**config.mk**
```make
export PLATFORM = sky130hd
export DESIGN_NAME = alu_branch_unit
export DESIGN_NICKNAME = d
export VERILOG_FILES = /design/src/rtl/alu_branch_unit.sv
export SDC_FILE = /design/constraint.sdc
export NUM_CORES = 1
export LEC_CHECK = 0
export CORE_MARGIN = 2
export CORE_UTILIZATION = 50
export CTS_BUF_LIST = sky130_fd_sc_hd__clkbuf_4 sky130_fd_sc_hd__clkbuf_8 sky130_fd_sc_hd__clkbuf_16
export CTS_CLUSTER_DIAMETER = 50
export CTS_CLUSTER_SIZE = 40
export DETAILED_ROUTE_END_ITERATION = 10
export GPL_TIMING_DRIVEN = 0
export PLACE_DENSITY_LB_ADDON = 0.08
export SLEW_MARGIN = 15
export SYNTH_ARGS = -nofsm -noshare
export SYNTH_HDL_FRONTEND = slang
export SYNTH_SLANG_ARGS = --single-unit
```
**constraint.sdc**
```tcl
create_clock -name clk -period 4.4 [get_ports clk]
set_input_delay 0.66 -clock clk [delete_from_list [all_inputs] [get_ports clk]]
set_output_delay 0.66 -clock clk [all_outputs]
set_load 0.03 [all_outputs]
```
**src/rtl/alu_branch_unit.sv**
```systemverilog
// alu_branch_unit: resolves RV32I conditional branches and JAL/JALR, produces
// the link value and a misaligned-target flag, and presents the result through
// a one-stage registered valid/ready pipeline with flush and branch counters.
module alu_branch_unit #(
    parameter int XLEN       = 32,
    parameter int CNT_W      = 16,
    parameter int ALIGN_BITS = 2
) (
    input  logic             clk,
    input  logic             reset,
    input  logic             flush,
    input  logic             in_valid,
    output logic             in_ready,
    input  logic [1:0]       op_kind,
    input  logic [2:0]       funct3,
    input  logic [XLEN-1:0]  rs1_value,
    input  logic [XLEN-1:0]  rs2_value,
    input  logic [XLEN-1:0]  immediate,
    input  logic [XLEN-1:0]  pc,
    output logic             out_valid,
    input  logic             out_ready,
    output logic [XLEN-1:0]  next_pc,
    output logic             taken,
    output logic [XLEN-1:0]  link_value,
    output logic             misaligned,
    output logic [CNT_W-1:0] branch_count,
    output logic [CNT_W-1:0] taken_count
);

    typedef enum logic [1:0] {
        OP_BRANCH = 2'd0,
        OP_JAL    = 2'd1,
        OP_JALR   = 2'd2,
        OP_RSVD   = 2'd3
    } op_kind_e;

    localparam logic [2:0] F3_BEQ  = 3'd0;
    localparam logic [2:0] F3_BNE  = 3'd1;
    localparam logic [2:0] F3_BLT  = 3'd4;
    localparam logic [2:0] F3_BGE  = 3'd5;
    localparam logic [2:0] F3_BLTU = 3'd6;
    localparam logic [2:0] F3_BGEU = 3'd7;

    op_kind_e        kind;
    logic            cond_true;
    logic [XLEN-1:0] seq_pc;
    logic [XLEN-1:0] branch_sum;
    logic [XLEN-1:0] jalr_sum;
    logic [XLEN-1:0] target;
    logic            taken_d;
    logic            misaligned_d;
    logic [XLEN-1:0] next_pc_d;
    logic            is_branch_q;
    logic            accept;
    logic            deliver;

    assign kind     = op_kind_e'(op_kind);
    // A held result that is leaving this cycle frees the stage, so no bubble.
    assign in_ready = !out_valid || out_ready;
    assign accept   = in_valid && in_ready && !flush;
    // A flushed entry is dropped, not delivered, so it never reaches the counters.
    assign deliver  = out_valid && out_ready && !flush;

    // Evaluate the conditional-branch comparison selected by funct3.
    always_comb begin
        // NOTE: default first so every path assigns cond_true and no latch is inferred.
        cond_true = 1'b0;
        case (funct3)
            F3_BEQ:  cond_true = (rs1_value == rs2_value);
            F3_BNE:  cond_true = (rs1_value != rs2_value);
            F3_BLT:  cond_true = ($signed(rs1_value) <  $signed(rs2_value));
            F3_BGE:  cond_true = ($signed(rs1_value) >= $signed(rs2_value));
            F3_BLTU: cond_true = (rs1_value <  rs2_value);
            F3_BGEU: cond_true = (rs1_value >= rs2_value);
            default: cond_true = 1'b0;
        endcase
    end

    // Compute target, taken decision, next PC and alignment flag.
    always_comb begin
        seq_pc     = pc + XLEN'(4);
        branch_sum = pc + immediate;
        jalr_sum   = rs1_value + immediate;
        target     = branch_sum;
        taken_d    = 1'b0;
        case (kind)
            OP_BRANCH: taken_d = cond_true;
            OP_JAL:    taken_d = 1'b1;
            OP_JALR: begin
                taken_d = 1'b1;
                target  = jalr_sum & ~XLEN'(1);
            end
            default:   taken_d = 1'b0;
        endcase
        next_pc_d    = taken_d ? target : seq_pc;
        // The raw target is still forwarded; the consumer raises the trap.
        misaligned_d = taken_d && (target[ALIGN_BITS-1:0] != '0);
    end

    // Result register with handshake, flush and reset.
    always_ff @(posedge clk) begin
        // NOTE: non-blocking assignments so every register samples pre-edge values.
        if (reset) begin
            // NOTE: datapath registers are reset too because their zero values are visible outputs.
            out_valid   <= 1'b0;
            next_pc     <= '0;
            taken       <= 1'b0;
            link_value  <= '0;
            misaligned  <= 1'b0;
            is_branch_q <= 1'b0;
        end else if (flush) begin
            out_valid <= 1'b0;
        end else if (accept) begin
            out_valid   <= 1'b1;
            next_pc     <= next_pc_d;
            taken       <= taken_d;
            link_value  <= seq_pc;
            misaligned  <= misaligned_d;
            is_branch_q <= (kind == OP_BRANCH);
        end else if (deliver) begin
            out_valid <= 1'b0;
        end
    end

    // Performance counters advance when a conditional branch is delivered.
    always_ff @(posedge clk) begin
        if (reset) begin
            branch_count <= '0;
            taken_count  <= '0;
        end else if (deliver && is_branch_q) begin
            branch_count <= branch_count + CNT_W'(1);
            if (taken) begin
                taken_count <= taken_count + CNT_W'(1);
            end
        end
    end

endmodule
```
==> results of run 1 <==
[worst max-delay path: cells and delay by family]
family          cells  cell delay [ps]
compound gates      8             2040
buf+inv             1              530
simple gates        2              500
fa+ha+maj           1              400
mux                 1              210
[placed cells by master, fill, tap and decap left out, drive strengths merged, types with 4 or more instances in the layout]
master / instances
clkdlybuf4s50: 236
nor2: 129
dfxtp: 100
nand2: 99
ha: 99
a21oi: 78
xor2: 53
inv: 52
o21ai: 52
xnor2: 44
nand3: 38
a211oi: 36
clkbuf: 36
a21o: 28
and3: 23
nor3: 21
nand4: 17
o211ai: 17
or3: 15
o21a: 15
nand2b: 12
nor2b: 11
mux2i: 11
a31oi: 11
buf: 11
a211o: 10
a32o: 10
o21bai: 7
a2111oi: 6
a22o: 6
a22oi: 6
and2: 5
nor4: 5
nand3b: 4
[worst max-delay path by stage]
stage | from | to | cells after the start
2_1_floorplan | rs2_value[9] | next_pc[25]$_SDFFE_PP0P_ | 14
3_3_place_gp | pc[4] | next_pc[31]$_SDFFE_PP0P_ | 13
3_5_place_dp | rs2_value[23] | next_pc[26]$_SDFFE_PP0P_ | 15
4_1_cts | rs2_value[23] | next_pc[27]$_SDFFE_PP0P_ | 15
5_1_grt | pc[0] | next_pc[24]$_SDFFE_PP0P_ | 13
6_report | pc[4] | next_pc[31]$_SDFFE_PP0P_ | 13
[cells by family after synthesis]
kind of cell	Yosys count	synth area share (%)
mux	14	1.71
xor+xnor	97	9.83
fa+ha+maj	101	14.8
flops	100	23.2
compound gates	317	25.3
simple gates	388	21.0
buf+inv	87	4.20
[metal layers]
metal | part of all wire (%) | track usage, %
met4 | 1.8 | 8.04
met3 | 6.6 | 3.03
met2 | 45 | 47.5
met1 | 46 | 40.4
met5 | 0 | 0
[per-stage QoR]
step | cells | TNS [ps]
after global routing | 1581 | 0
after global placement | 1565 | -46.1
final | 1581 | 0
after floorplan | 1104 | 0
after detailed placement | 1565 | -637
after CTS | 1581 | 0
[state kept, by name (all words and copies together), names as in the netlist]
| register | flops |
|---|---|
| next_pc | 32 |
| link_value | 32 |
| branch_count | 16 |
| taken | 1 |
| taken_count | 16 |
| is_branch_q | 1 |
| out_valid | 1 |
| misaligned | 1 |
[cell type report]
class                           instances  area, sq um  share of cell area, %
Buffer                                 37          175                   1.51
Clock buffer                           10          233                   2.01
Clock inverter                          6         71.3                  0.615
Inverter                               50          188                   1.62
Multi-Input combinational cell        917         6280                   54.2
Sequential cell                       100         2000                   17.3
Tap cell                              225          282                   2.43
Timing Repair Buffer                  236         2360                   20.4
[power breakdown]
part / leakage, nW / switching (mW) / internal, mW / total (mW)
clock network: 0.144 / 0.354 / 0.453 / 0.807
logic: 3.73 / 0.640 / 0.509 / 1.15
registers: 0.816 / 0.0269 / 0.949 / 0.976
total: 4.69 / 1.02 / 1.91 / 2.93
==> reports/metrics.cfg, run 1 <==
[cts]
cts_hold_buf = 0
post_cts_buffers = 0
clk_latency_ps = 350
root_buffer = clkbuf_16
cts-buffers-inserted = 9
cts.sinks = 100
cts_htree_levels = 3
cts.path.max_buffers = 2
cts_tree = built
cts-resized-gates = 0
clk_pin_slew_ps = 70

[sta]
setup_violations = 0
rsz0062_at_grt = no
clock.fmax_mhz = 246
hold_viol = 0
period_minus_slack_ps = 4060
layout_setup_ws_ps = 340
slew_violations = 0
min_period_over_period_pct = 92.3
whs_ps = 448
worstMarginPinSlew_ps = 747
slew-limit-headroom_pct = 48.9
fin_worst_skew_ps = 9.32

[grt]
antenna_found_initial = 0
grt_usage_pct = 28.9
grt_pass1_wl_um = 42200
grt_pass1_vias = 8337
grt-ovfl-total = 0
grt_max_degree = 18

[synth]
synthTopCellsByArea = dfxtp_1, ha_1, nor2_1, xor2_1, a21oi_1
ys_seq_area_share_pct = 23.2
synth-warning-count = 0
yosysTopAreaCellShare_pct = 23.2
synth_common_cells = nor2_1, dfxtp_1, ha_1, nand2_1, a21oi_1
avgSynthCellArea_sq_um = 7.83
synth_top_cell_by_area = dfxtp_1
yosysMostFrequentCell = nor2_1
ys_ff_latch = 100
mappedNetlistArea_sq_um = 8640
synthCells = 1104
syn_nets = 1343
synth_edf_count = 0
ys.flop_type = dfxtp_1
async_flop_share_pct = 0
yosysUniqueCellTypes = 77

[route]
drtIter0Drc = 485
routed_via_density = 5.69
routedWlPerCell_um = 17.1
via_count = 8995
drtAntennaViolNets = 0
wirelength_um = 27100
drc_errors = 0
firstDrtPassIters = 5

[critical_path]
cp-start-kind = input port
required_ps = 4680
arrival_ps = 4340
critPathMaxFanout = 5
slowest_delay_ps = 530
r2r-start = is_branch_q$_SDFFE_PP0P_
crit_chain = clkdlybuf4s50_1 > ha_1 > nand2_1 > o31ai_1 > o2111ai_2 > a311oi_1 > o41a_1 > o21ai_1 > a21oi_1 > mux2i_1 > o211ai_1 > or3b_1 > a31oi_1
critical_path_class = input port to flip-flop
end_kind = flip-flop
reg2reg_to = taken_count[15]$_SDFFE_PP0P_
worstRegToRegCells = 9
crit_slowest_cell = clkdlybuf4s50_1
reg2reg_slack_ps = 1990

[power_and_ir_drop]
power.density_cell_area_nw_per_um2 = 253
leakage_nw = 4.69
power.total_mw = 2.93
ir_drop_mv = 0.258

[floorplanning]
fp-row-count = 48
die_h_um = 135
ioPinCount = 238
coreArea_sq_um = 17100
start_util_pct = 50.5
die-width_um = 135
die_area_sq_um = 18400

[placement]
numPortBuffers = 236
routabilityCongestion = 0.922
dp_slack_ps = -59.7
placed_cell_area_sq_um = 11300
hpwlAfterDp_um = 22700

[finish]
fin_area_sq_um = 11600
fillers = 1508
n_antenna_cell = 0
fin_util_pct = 67.7
fin_nets = 1590
drive_gt1_share_pct = 2.88
area_growth_pct = 34.1

[run]
drv_cap = 0

[hold_path]
min-delay-start = next_pc[1]$_SDFFE_PP0P_
holdCritPathClass = flip-flop to flip-flop
whs_path_depth = 2
hold_end = next_pc[1]$_SDFFE_PP0P_

[status]
status = complete, no violations

(Power assumes the default switching activity.)
==> run 2: changes to the inputs <==
--- a/config.mk
+++ b/config.mk
@@ -5,6 +5,7 @@
 export SDC_FILE = /design/constraint.sdc
 export NUM_CORES = 1
 export LEC_CHECK = 0
+export ABC_CLOCK_PERIOD_IN_PS = 4400
 export CORE_MARGIN = 2
 export CORE_UTILIZATION = 50
 export CTS_BUF_LIST = sky130_fd_sc_hd__clkbuf_4 sky130_fd_sc_hd__clkbuf_8 sky130_fd_sc_hd__clkbuf_16
==> results of run 2 <==
Final layout, timing and power as in run 1 (identical DEF).
==> run 3: changes to the inputs <==
--- a/config.mk
+++ b/config.mk
@@ -14,6 +14,7 @@
 export DETAILED_ROUTE_END_ITERATION = 10
 export GPL_TIMING_DRIVEN = 0
 export PLACE_DENSITY_LB_ADDON = 0.08
+export SKIP_CTS_REPAIR_TIMING = 1
 export SLEW_MARGIN = 15
 export SYNTH_ARGS = -nofsm -noshare
 export SYNTH_HDL_FRONTEND = slang
==> results of run 3 <==
Final layout, timing and power as in run 1 (identical DEF).
